<file path="src/rtl/wb_port_arbiter.sv">
// wb_port_arbiter: shares the single regfile write port between the in-order
// writeback stage and a FIFO of long-latency results (mul/div, uncached loads).
// Buffered results drain into idle writeback slots, or are forced ahead of the
// pipeline when the head has waited MAX_WAIT cycles or the pipeline targets a
// register that still has a buffered write pending.
// Optional feature macro: WB_DEBUG_TRACE_EN adds the debug_wb_* trace outputs
// and PC storage in the FIFO.
module wb_port_arbiter #(
    parameter int DEPTH    = 4,
    parameter int MAX_WAIT = 4
) (
    input  logic                     clk,
    input  logic                     rst_n,
    input  logic                     wb_wren_i,
    input  logic [4:0]               wb_waddr_i,
    input  logic [31:0]              wb_wdata_i,
    input  logic [31:0]              wb_pc_i,
    input  logic                     wb_flush_i,
    input  logic                     lat_valid_i,
    output logic                     lat_ready_o,
    input  logic [4:0]               lat_waddr_i,
    input  logic [31:0]              lat_wdata_i,
    input  logic [31:0]              lat_pc_i,
    output logic                     wb_stall_o,
    output logic                     rf_wren_o,
    output logic [4:0]               rf_waddr_o,
    output logic [31:0]              rf_wdata_o,
    output logic [$clog2(DEPTH):0]   fifo_cnt_o
`ifdef WB_DEBUG_TRACE_EN
    ,
    output logic [31:0]              debug_wb_pc,
    output logic [3:0]               debug_wb_rf_wen,
    output logic [4:0]               debug_wb_rf_wnum,
    output logic [31:0]              debug_wb_rf_wdata
`endif
);

    localparam int PW = $clog2(DEPTH);
    localparam int CW = PW + 1;
    localparam logic [CW-1:0] DEPTH_C    = CW'(DEPTH);
    localparam logic [3:0]    MAX_WAIT_C = 4'(MAX_WAIT);

    logic [4:0]       waddr_mem_q [DEPTH];
    logic [31:0]      wdata_mem_q [DEPTH];
    logic [DEPTH-1:0] vld_q, vld_d;
    logic [PW-1:0]    wptr_q, wptr_d, rptr_q, rptr_d;
    logic [CW-1:0]    cnt_q, cnt_d;
    logic [3:0]       wait_q, wait_d;
    logic             rf_wren_q, rf_wren_d;
    logic [4:0]       rf_waddr_q, rf_waddr_d;
    logic [31:0]      rf_wdata_q, rf_wdata_d;

    logic preq, lreq, conflict, force_lat, grant_lat, grant_pipe, enq;

`ifdef WB_DEBUG_TRACE_EN
    logic [31:0] pc_mem_q [DEPTH];
    logic [31:0] dbg_pc_q, dbg_pc_d;
`endif

    // Grant decision: forced drain beats the pipeline, pipeline beats opportunistic drain.
    always_comb begin
        preq     = wb_wren_i & ~wb_flush_i & (wb_waddr_i != 5'd0);
        lreq     = (cnt_q != '0);
        conflict = 1'b0;
        for (int i = 0; i < DEPTH; i++) begin
            if (vld_q[i] && (waddr_mem_q[i] == wb_waddr_i)) conflict = 1'b1;
        end
        force_lat   = lreq & ((wait_q >= MAX_WAIT_C) | (preq & conflict));
        grant_lat   = force_lat | (lreq & ~preq);
        grant_pipe  = preq & ~force_lat;
        wb_stall_o  = force_lat & preq;
        // A dequeue frees a slot this cycle, so a full FIFO can still accept.
        lat_ready_o = (cnt_q < DEPTH_C) | grant_lat;
        enq         = lat_valid_i & lat_ready_o;
    end

    // Next-state for FIFO control, wait counter and the registered write port.
    always_comb begin
        vld_d  = vld_q;
        wptr_d = wptr_q;
        rptr_d = rptr_q;
        cnt_d  = cnt_q + {{(CW-1){1'b0}}, enq} - {{(CW-1){1'b0}}, grant_lat};
        if (grant_lat) begin
            vld_d[rptr_q] = 1'b0;
            rptr_d        = rptr_q + 1'b1;
        end
        if (enq) begin
            vld_d[wptr_q] = 1'b1;
            wptr_d        = wptr_q + 1'b1;
        end

        wait_d = wait_q;
        if (!lreq || grant_lat)  wait_d = 4'd0;
        else if (wait_q != 4'd15) wait_d = wait_q + 4'd1;

        rf_wren_d  = 1'b0;
        rf_waddr_d = 5'd0;
        rf_wdata_d = 32'd0;
`ifdef WB_DEBUG_TRACE_EN
        dbg_pc_d   = 32'd0;
`endif
        if (grant_lat) begin
            // Entries targeting x0 retire without a regfile write.
            rf_wren_d  = (waddr_mem_q[rptr_q] != 5'd0);
            rf_waddr_d = waddr_mem_q[rptr_q];
            rf_wdata_d = wdata_mem_q[rptr_q];
`ifdef WB_DEBUG_TRACE_EN
            dbg_pc_d   = pc_mem_q[rptr_q];
`endif
        end else if (grant_pipe) begin
            rf_wren_d  = 1'b1;
            rf_waddr_d = wb_waddr_i;
            rf_wdata_d = wb_wdata_i;
`ifdef WB_DEBUG_TRACE_EN
            dbg_pc_d   = wb_pc_i;
`endif
        end
    end

    // Control and output state; reset discards all buffered results.
    always_ff @(posedge clk or negedge rst_n) begin
        if (!rst_n) begin
            vld_q      <= '0;
            wptr_q     <= '0;
            rptr_q     <= '0;
            cnt_q      <= '0;
            wait_q     <= 4'd0;
            rf_wren_q  <= 1'b0;
            rf_waddr_q <= 5'd0;
            rf_wdata_q <= 32'd0;
`ifdef WB_DEBUG_TRACE_EN
            dbg_pc_q   <= 32'd0;
`endif
        end else begin
            vld_q      <= vld_d;
            wptr_q     <= wptr_d;
            rptr_q     <= rptr_d;
            cnt_q      <= cnt_d;
            wait_q     <= wait_d;
            rf_wren_q  <= rf_wren_d;
            rf_waddr_q <= rf_waddr_d;
            rf_wdata_q <= rf_wdata_d;
`ifdef WB_DEBUG_TRACE_EN
            dbg_pc_q   <= dbg_pc_d;
`endif
        end
    end

    // FIFO payload storage; validity is tracked by vld_q, so no reset needed.
    always_ff @(posedge clk) begin
        if (enq) begin
            waddr_mem_q[wptr_q] <= lat_waddr_i;
            wdata_mem_q[wptr_q] <= lat_wdata_i;
`ifdef WB_DEBUG_TRACE_EN
            pc_mem_q[wptr_q]    <= lat_pc_i;
`endif
        end
    end

    assign rf_wren_o  = rf_wren_q;
    assign rf_waddr_o = rf_waddr_q;
    assign rf_wdata_o = rf_wdata_q;
    assign fifo_cnt_o = cnt_q;

`ifdef WB_DEBUG_TRACE_EN
    assign debug_wb_pc       = dbg_pc_q;
    assign debug_wb_rf_wen   = {4{rf_wren_q}};
    assign debug_wb_rf_wnum  = rf_waddr_q;
    assign debug_wb_rf_wdata = rf_wdata_q;
`else
    logic unused_pc;
    assign unused_pc = ^{wb_pc_i, lat_pc_i};
`endif

endmodule

</file>
<file path="config.mk">
export PLATFORM = sky130hd
export DESIGN_NAME = wb_port_arbiter
export DESIGN_NICKNAME = d
export VERILOG_FILES = /design/src/rtl/wb_port_arbiter.sv
export SDC_FILE = /design/constraint.sdc
export NUM_CORES = 1
export LEC_CHECK = 0
export CAP_MARGIN = 20
export CORE_MARGIN = 8
export CORE_UTILIZATION = 45
export CTS_CLUSTER_DIAMETER = 200
export DETAILED_ROUTE_END_ITERATION = 8
export GPL_ROUTABILITY_DRIVEN = 0
export PLACE_DENSITY = 0.86
export SETUP_SLACK_MARGIN = 0.02
export SLEW_MARGIN = 20
export SYNTH_ARGS = -nofsm -noshare
export SYNTH_HDL_FRONTEND = slang
export SYNTH_SLANG_ARGS = --single-unit
</file>
<file path="constraint.sdc">
create_clock -name clk -period 3.2 [get_ports clk]
set_clock_uncertainty 0.05 [all_clocks]
set_input_delay 0.64 -clock clk [delete_from_list [all_inputs] [get_ports clk]]
set_output_delay 0.64 -clock clk [all_outputs]
set_load 0.05 [all_outputs]
</file>
### Yosys cells after proc, flatten, opt, wreduce, memory -nomap -nowiden

Memory sizes are Yosys's and may differ from the RTL's.
Cells that the tools add are included.

* order comparisons: 6
* $add $sub $neg: 5
* reduce and logical (&&, ||, !) cells: 12
* muxes and demuxes: 20
* equal/unequal tests: 5
* bitwise gates (word level): 17

Operators with widths (count)
* $mux W32: 2
* $eq A5 B5 Y1: 4
* $mux W4: 4
* $mux W1: 10
* $mux W5: 2
* $reduce_bool A5 Y1: 2
* $and A1 B1 Y1: 8
* $logic_and A1 B1 Y1: 6
* $lt A2 B3 Y1 const B: 2
* $add A2 B1 Y2 const B: 2
* $add A4 B1 Y4 const B: 1
* $and A4 B4 Y4: 1
* $demux W1 S2: 2
* $ge A2 B1 Y1 const B: 2
* $ge A4 B3 Y1 const B: 1
* $ne A4 B4 Y1 const B: 1
* $not A4 Y4: 1
* $or A4 B4 Y4: 1
* $add A3 B1 Y3: 1
* $lt A3 B3 Y1 const B: 1
* $not A1 Y1: 3
* $or A1 B1 Y1: 3
* $reduce_bool A3 Y1: 1
* $sub A3 B1 Y3: 1
* 3 further kinds: 3

* bits in writable memories: 148
* register bits after elaboration: 53
* memories kept: 2
* output and inout port bits: 43

Memory list
* wdata_mem_q: depth 4, bits a word 32, rd ports 1, clocked after memory_dff 0, write ports 1, RTL line 44 `logic [31:0] wdata_mem_q [DEPTH];`
* waddr_mem_q: depth 4, bits a word 5, rd ports 5, clocked after memory_dff 0, write ports 1, RTL line 43 `logic [4:0] waddr_mem_q [DEPTH];`

### Logic depth before layout (Yosys ltp)

* word-level depth: 14
* depth in mapped cells: 14

### Worst setup path before layout

No wires, ideal clock.

* path type: input -> register
* start: input port wb_waddr_i[3]
* end: memory waddr_mem_q[2][0], enable pin
* stages on the path: 7
* slack: -762 ps
* data required time: 2719 ps
* arrival time: 3481 ps
* buffers on the path: 2
* cell sequence: buf_4 -> or4_1 -> o21a_1 -> clkbuf_1 -> nand3_1 -> nor2_1 -> nor2_1

* longest elaborated chain between the ends: 14

RTL lines
* start, declared: RTL line 15 `input logic [4:0] wb_waddr_i,`
* $eq A5 B5 Y1: RTL line 66 `if (vld_q[i] && (waddr_mem_q[i] == wb_waddr_i)) conflict = 1'b1;`
* $logic_and A1 B1 Y1: RTL line 66
* $mux W1 (4 in a row): RTL line 66
* $and A1 B1 Y1: RTL line 68 `force_lat = lreq & ((wait_q >= MAX_WAIT_C) | (preq & conflict));`
* $or A1 B1 Y1: RTL line 68
* $and A1 B1 Y1: RTL line 68
* $or A1 B1 Y1 *: RTL line 69 `grant_lat = force_lat | (lreq & ~preq);`
* $or A1 B1 Y1 *: RTL line 73 `lat_ready_o = (cnt_q < DEPTH_C) | grant_lat;`
* $and A1 B1 Y1 *: RTL line 74 `enq = lat_valid_i & lat_ready_o;`
* $mux W1 *: RTL line 151 `if (enq) begin`
* $mux W1 (not written as such) *: RTL line 152 `waddr_mem_q[wptr_q] <= lat_waddr_i;`
* end, declared: RTL line 43

Mark *: on every way between the ends. The rest lies on a longest branch, timed or not.

### Final worst setup path

* start: input port wb_waddr_i[1]
* end: output port wb_stall_o

* longest elaborated chain between the ends: 10

RTL lines
* $eq A5 B5 Y1: RTL line 66
* $logic_and A1 B1 Y1: RTL line 66
* $mux W1 (4 in a row): RTL line 66
* $and A1 B1 Y1: RTL line 68
* $or A1 B1 Y1: RTL line 68
* $and A1 B1 Y1: RTL line 68
* $and A1 B1 Y1 *: RTL line 71 `wb_stall_o = force_lat & preq;`
* end, declared: RTL line 24 `output logic wb_stall_o,`

Marked as above.

==> flow_summary.ini <==
[detailed_routing]
drt_iter0_markers = 280
avgViaCountPerCell = 5.40
totalWireLength_um = 18900
drtPass1Iterations = 5
route.vias.total = 4727
drc = 0
avg_wl_per_cell_um = 21.6
antenna_violating_nets_post_route = 0

[yosys]
synth_warnings = 0
ys_top_cells_by_area = sky130_fd_sc_hd__edfxtp_1, sky130_fd_sc_hd__dfrtp_1, sky130_fd_sc_hd__mux4_2
synth_area_per_cell_um2 = 16.8
synth-edff-count = 148
synth_commonest_cells = sky130_fd_sc_hd__edfxtp_1, sky130_fd_sc_hd__nand2_1, sky130_fd_sc_hd__dfrtp_1
synth_cells = 486
yosys.area.top_type_share = 0.545
synthesis.nets = 641
synthFlopType = sky130_fd_sc_hd__edfxtp_1
post_synth_instance_area_um2 = 8160
ys_seq_elements = 201
ys_types = 35
post-synth-top-count-cell = sky130_fd_sc_hd__edfxtp_1
synth_top_cell_by_area = sky130_fd_sc_hd__edfxtp_1
async_reset_ff_frac = 0.264
synth_seq_area_share = 0.707

[run_status]
run_status = finished clean

[floorplan]
floorplan.rows = 49
coreArea_um2 = 17900
die_height_um = 151
io_pins = 186
effective_utilization_at_floorplan = 0.456
die_width_um = 151
design.die.area_um2 = 22700

[finish]
fin_cells = 875
syn_to_final_growth_pct = 30.3
design_area_um2 = 10600
drive_above_1_share = 0.226
antenna-diode-count = 0
layout.nets = 787

[pwr]
totalPowerFinal_mw = 10.3
cellLeakagePower_nw = 3.86
highest_ir_drop_seen_on_vdd_uv = 530
power_per_unit_of_standard_cell_area_nw_per_um2 = 967

[placement]
dpl_worst_slack_ns = -0.608
dpl-instance-area_um2 = 9940
place_inst = 837
port_buffers = 121
place.detailed.hpwl_um = 12800

[sta]
timing.final.crit_period_ns = 3.09
worst_slack_ns = 0.107
whs_ns = 0.0890
pin_slew_with_the_least_headroom_to_its_limit_ns = 0.585
worst_relative_slew_slack = 0.610
setup-violations-final = 0
rsz0062_at_grt = no
fin_crit_sh = 0.966
fmax_mhz = 323
finalHoldViolations = 0
count_of_final_max_slew_check_failures = 0

[grt]
grt_start_max_net_pins = 38
grt_first_pass_wirelength_um = 29000
grt_antenna_before_repair = 1
grt_pass1_vias = 5291
global_route.overflow_total = 0
grt_usage = 0.167

[setup_path]
crit_arrival_ns = 2.40
cp-end-kind = output port
path_class = in -> out
worstSetupStartpointType = input port
critPathRequiredTime_ns = 2.51
crit_path_max_fanout = 6

[clocking]
cts.path.max_buffers = 3
tritoncts_clock_tree = done
cts_made_buffers = 21
cts_root_buf = sky130_fd_sc_hd__clkbuf_16
clk_latency_ns = 0.49
cts.hold.buffers_added = 0
htree_num_levels = 1
clock_pin_slew_of_the_registers_on_the_worst_case_setup_and_hold_paths_ns = 0.05
clock-sinks = 201

[flow_run]
maxCapViolCount = 0

[min_path]
hp-class = in -> async
==> through the flow <==
step,utilization,setup TNS [ns]
2_1_floorplan,-,-21.96
3_3_place_gp,0.555,-9.14
3_5_place_dp,0.555,-16.76
4_1_cts,0.595,0
5_1_grt,0.594,0
6_report,0.594,0
==> path summary, 6_finish.rpt <==
kind | from | end | slack, ns | cells after the start
setup / recovery | wb_waddr_i[1] | wb_stall_o | 0.11 | 9
hold / removal | rst_n | rf_wdata_o[23] | 0.09 | 1
setup reg to reg | waddr_mem_q[2][4] | fifo_cnt_o[2] | 0.28 | 13
hold reg to reg | wait_q[0] | wait_q[0] | 0.40 | 1
max in group asynchronous | rst_n | rptr_q[1] | 2.13 | 2
min in group clk | wait_q[0] | wait_q[0] | 0.40 | 1
==> critical path, cell delays in order <==
cell	delay, ns
sky130_fd_sc_hd__buf_2	0.15
sky130_fd_sc_hd__buf_4	0.14
sky130_fd_sc_hd__xnor2_1	0.13
sky130_fd_sc_hd__nand4_1	0.10
sky130_fd_sc_hd__nor3_1	0.05
sky130_fd_sc_hd__or4_4	0.52
sky130_fd_sc_hd__o31a_2	0.33
sky130_fd_sc_hd__and2_1	0.18
sky130_fd_sc_hd__buf_6	0.15
==> flip-flops by register name, indices dropped and copies added, names as in the netlist <==
| name | count |
|---|---|
| fifo_cnt_o | 3 |
| rf_waddr_o | 5 |
| rf_wdata_o | 32 |
| rf_wren_o | 1 |
| rptr_q | 2 |
| vld_q | 4 |
| waddr_mem_q | 20 |
| wait_q | 4 |
| wdata_mem_q | 128 |
| wptr_q | 2 |
==> area by class of cell <==
class,count,area (um2)
flip-flops and latches,201,5770
clock inverters,10,126
repair buffers,155,1620
inverters,13,48.8
well taps,229,287
clock buffers,27,568
fillers,1303,7270
multi-input cells,240,2220
==> repair_timing <==
action | CTS | global route
pin swaps | 1 | 0
endpoints found under the setup margin | 4 | 2
setup buffers | 1 | 0
resized for setup | 18 | 6
==> cell usage in the layout (no fill, tap or decap), types with 5 or more instances in the layout <==
cell | netlist | routed
sky130_fd_sc_hd__edfxtp_1 | 148 | 148
sky130_fd_sc_hd__clkdlybuf4s50_1 | 0 | 113
sky130_fd_sc_hd__nand2_1 | 84 | 84
sky130_fd_sc_hd__dfrtp_1 | 53 | 51
sky130_fd_sc_hd__mux4_2 | 37 | 37
sky130_fd_sc_hd__clkbuf_16 | 0 | 21
sky130_fd_sc_hd__buf_4 | 5 | 21
sky130_fd_sc_hd__o22ai_2 | 20 | 20
sky130_fd_sc_hd__xnor2_1 | 19 | 19
sky130_fd_sc_hd__o22ai_1 | 17 | 17
sky130_fd_sc_hd__buf_12 | 0 | 14
sky130_fd_sc_hd__inv_1 | 13 | 13
sky130_fd_sc_hd__ha_1 | 11 | 10
sky130_fd_sc_hd__nor3_1 | 7 | 7
sky130_fd_sc_hd__nand3_1 | 7 | 7
sky130_fd_sc_hd__xor2_1 | 5 | 5
sky130_fd_sc_hd__nor2_4 | 0 | 5
sky130_fd_sc_hd__buf_2 | 8 | 5
==> report_power, final <==
group | internal [mW] | total [mW] | switching, mW
combinational | 1.69 | 4.01 | 2.32
sequential | 3.53 | 3.86 | 0.331
clock | 1.49 | 2.42 | 0.933
==> routing by layer <==
| metal | vias up | share of wire | GRT usage |
|---|---|---|---|
| met5 | - | 0.00069 | 0 |
| met1 | 2396 | 0.38 | 0.200 |
| met2 | 173 | 0.52 | 0.292 |
| li1 | 2118 | - | - |
| met3 | 38 | 0.075 | 0.0418 |
| met4 | 2 | 0.021 | 0.0500 |
==> kinds of logic after synthesis <==
| family | Yosys count | share of synthesized area |
|---|---|---|
| flops | 201 | 0.707 |
| simple gates | 117 | 0.0601 |
| compound gates | 46 | 0.0523 |
| buf+inv | 45 | 0.0288 |
| mux | 40 | 0.106 |
| xor+xnor | 24 | 0.0258 |
| fa+ha+maj | 12 | 0.0193 |
| other cells | 1 | 0.000460 |
Note: power is estimated with default switching activity, not from simulation.
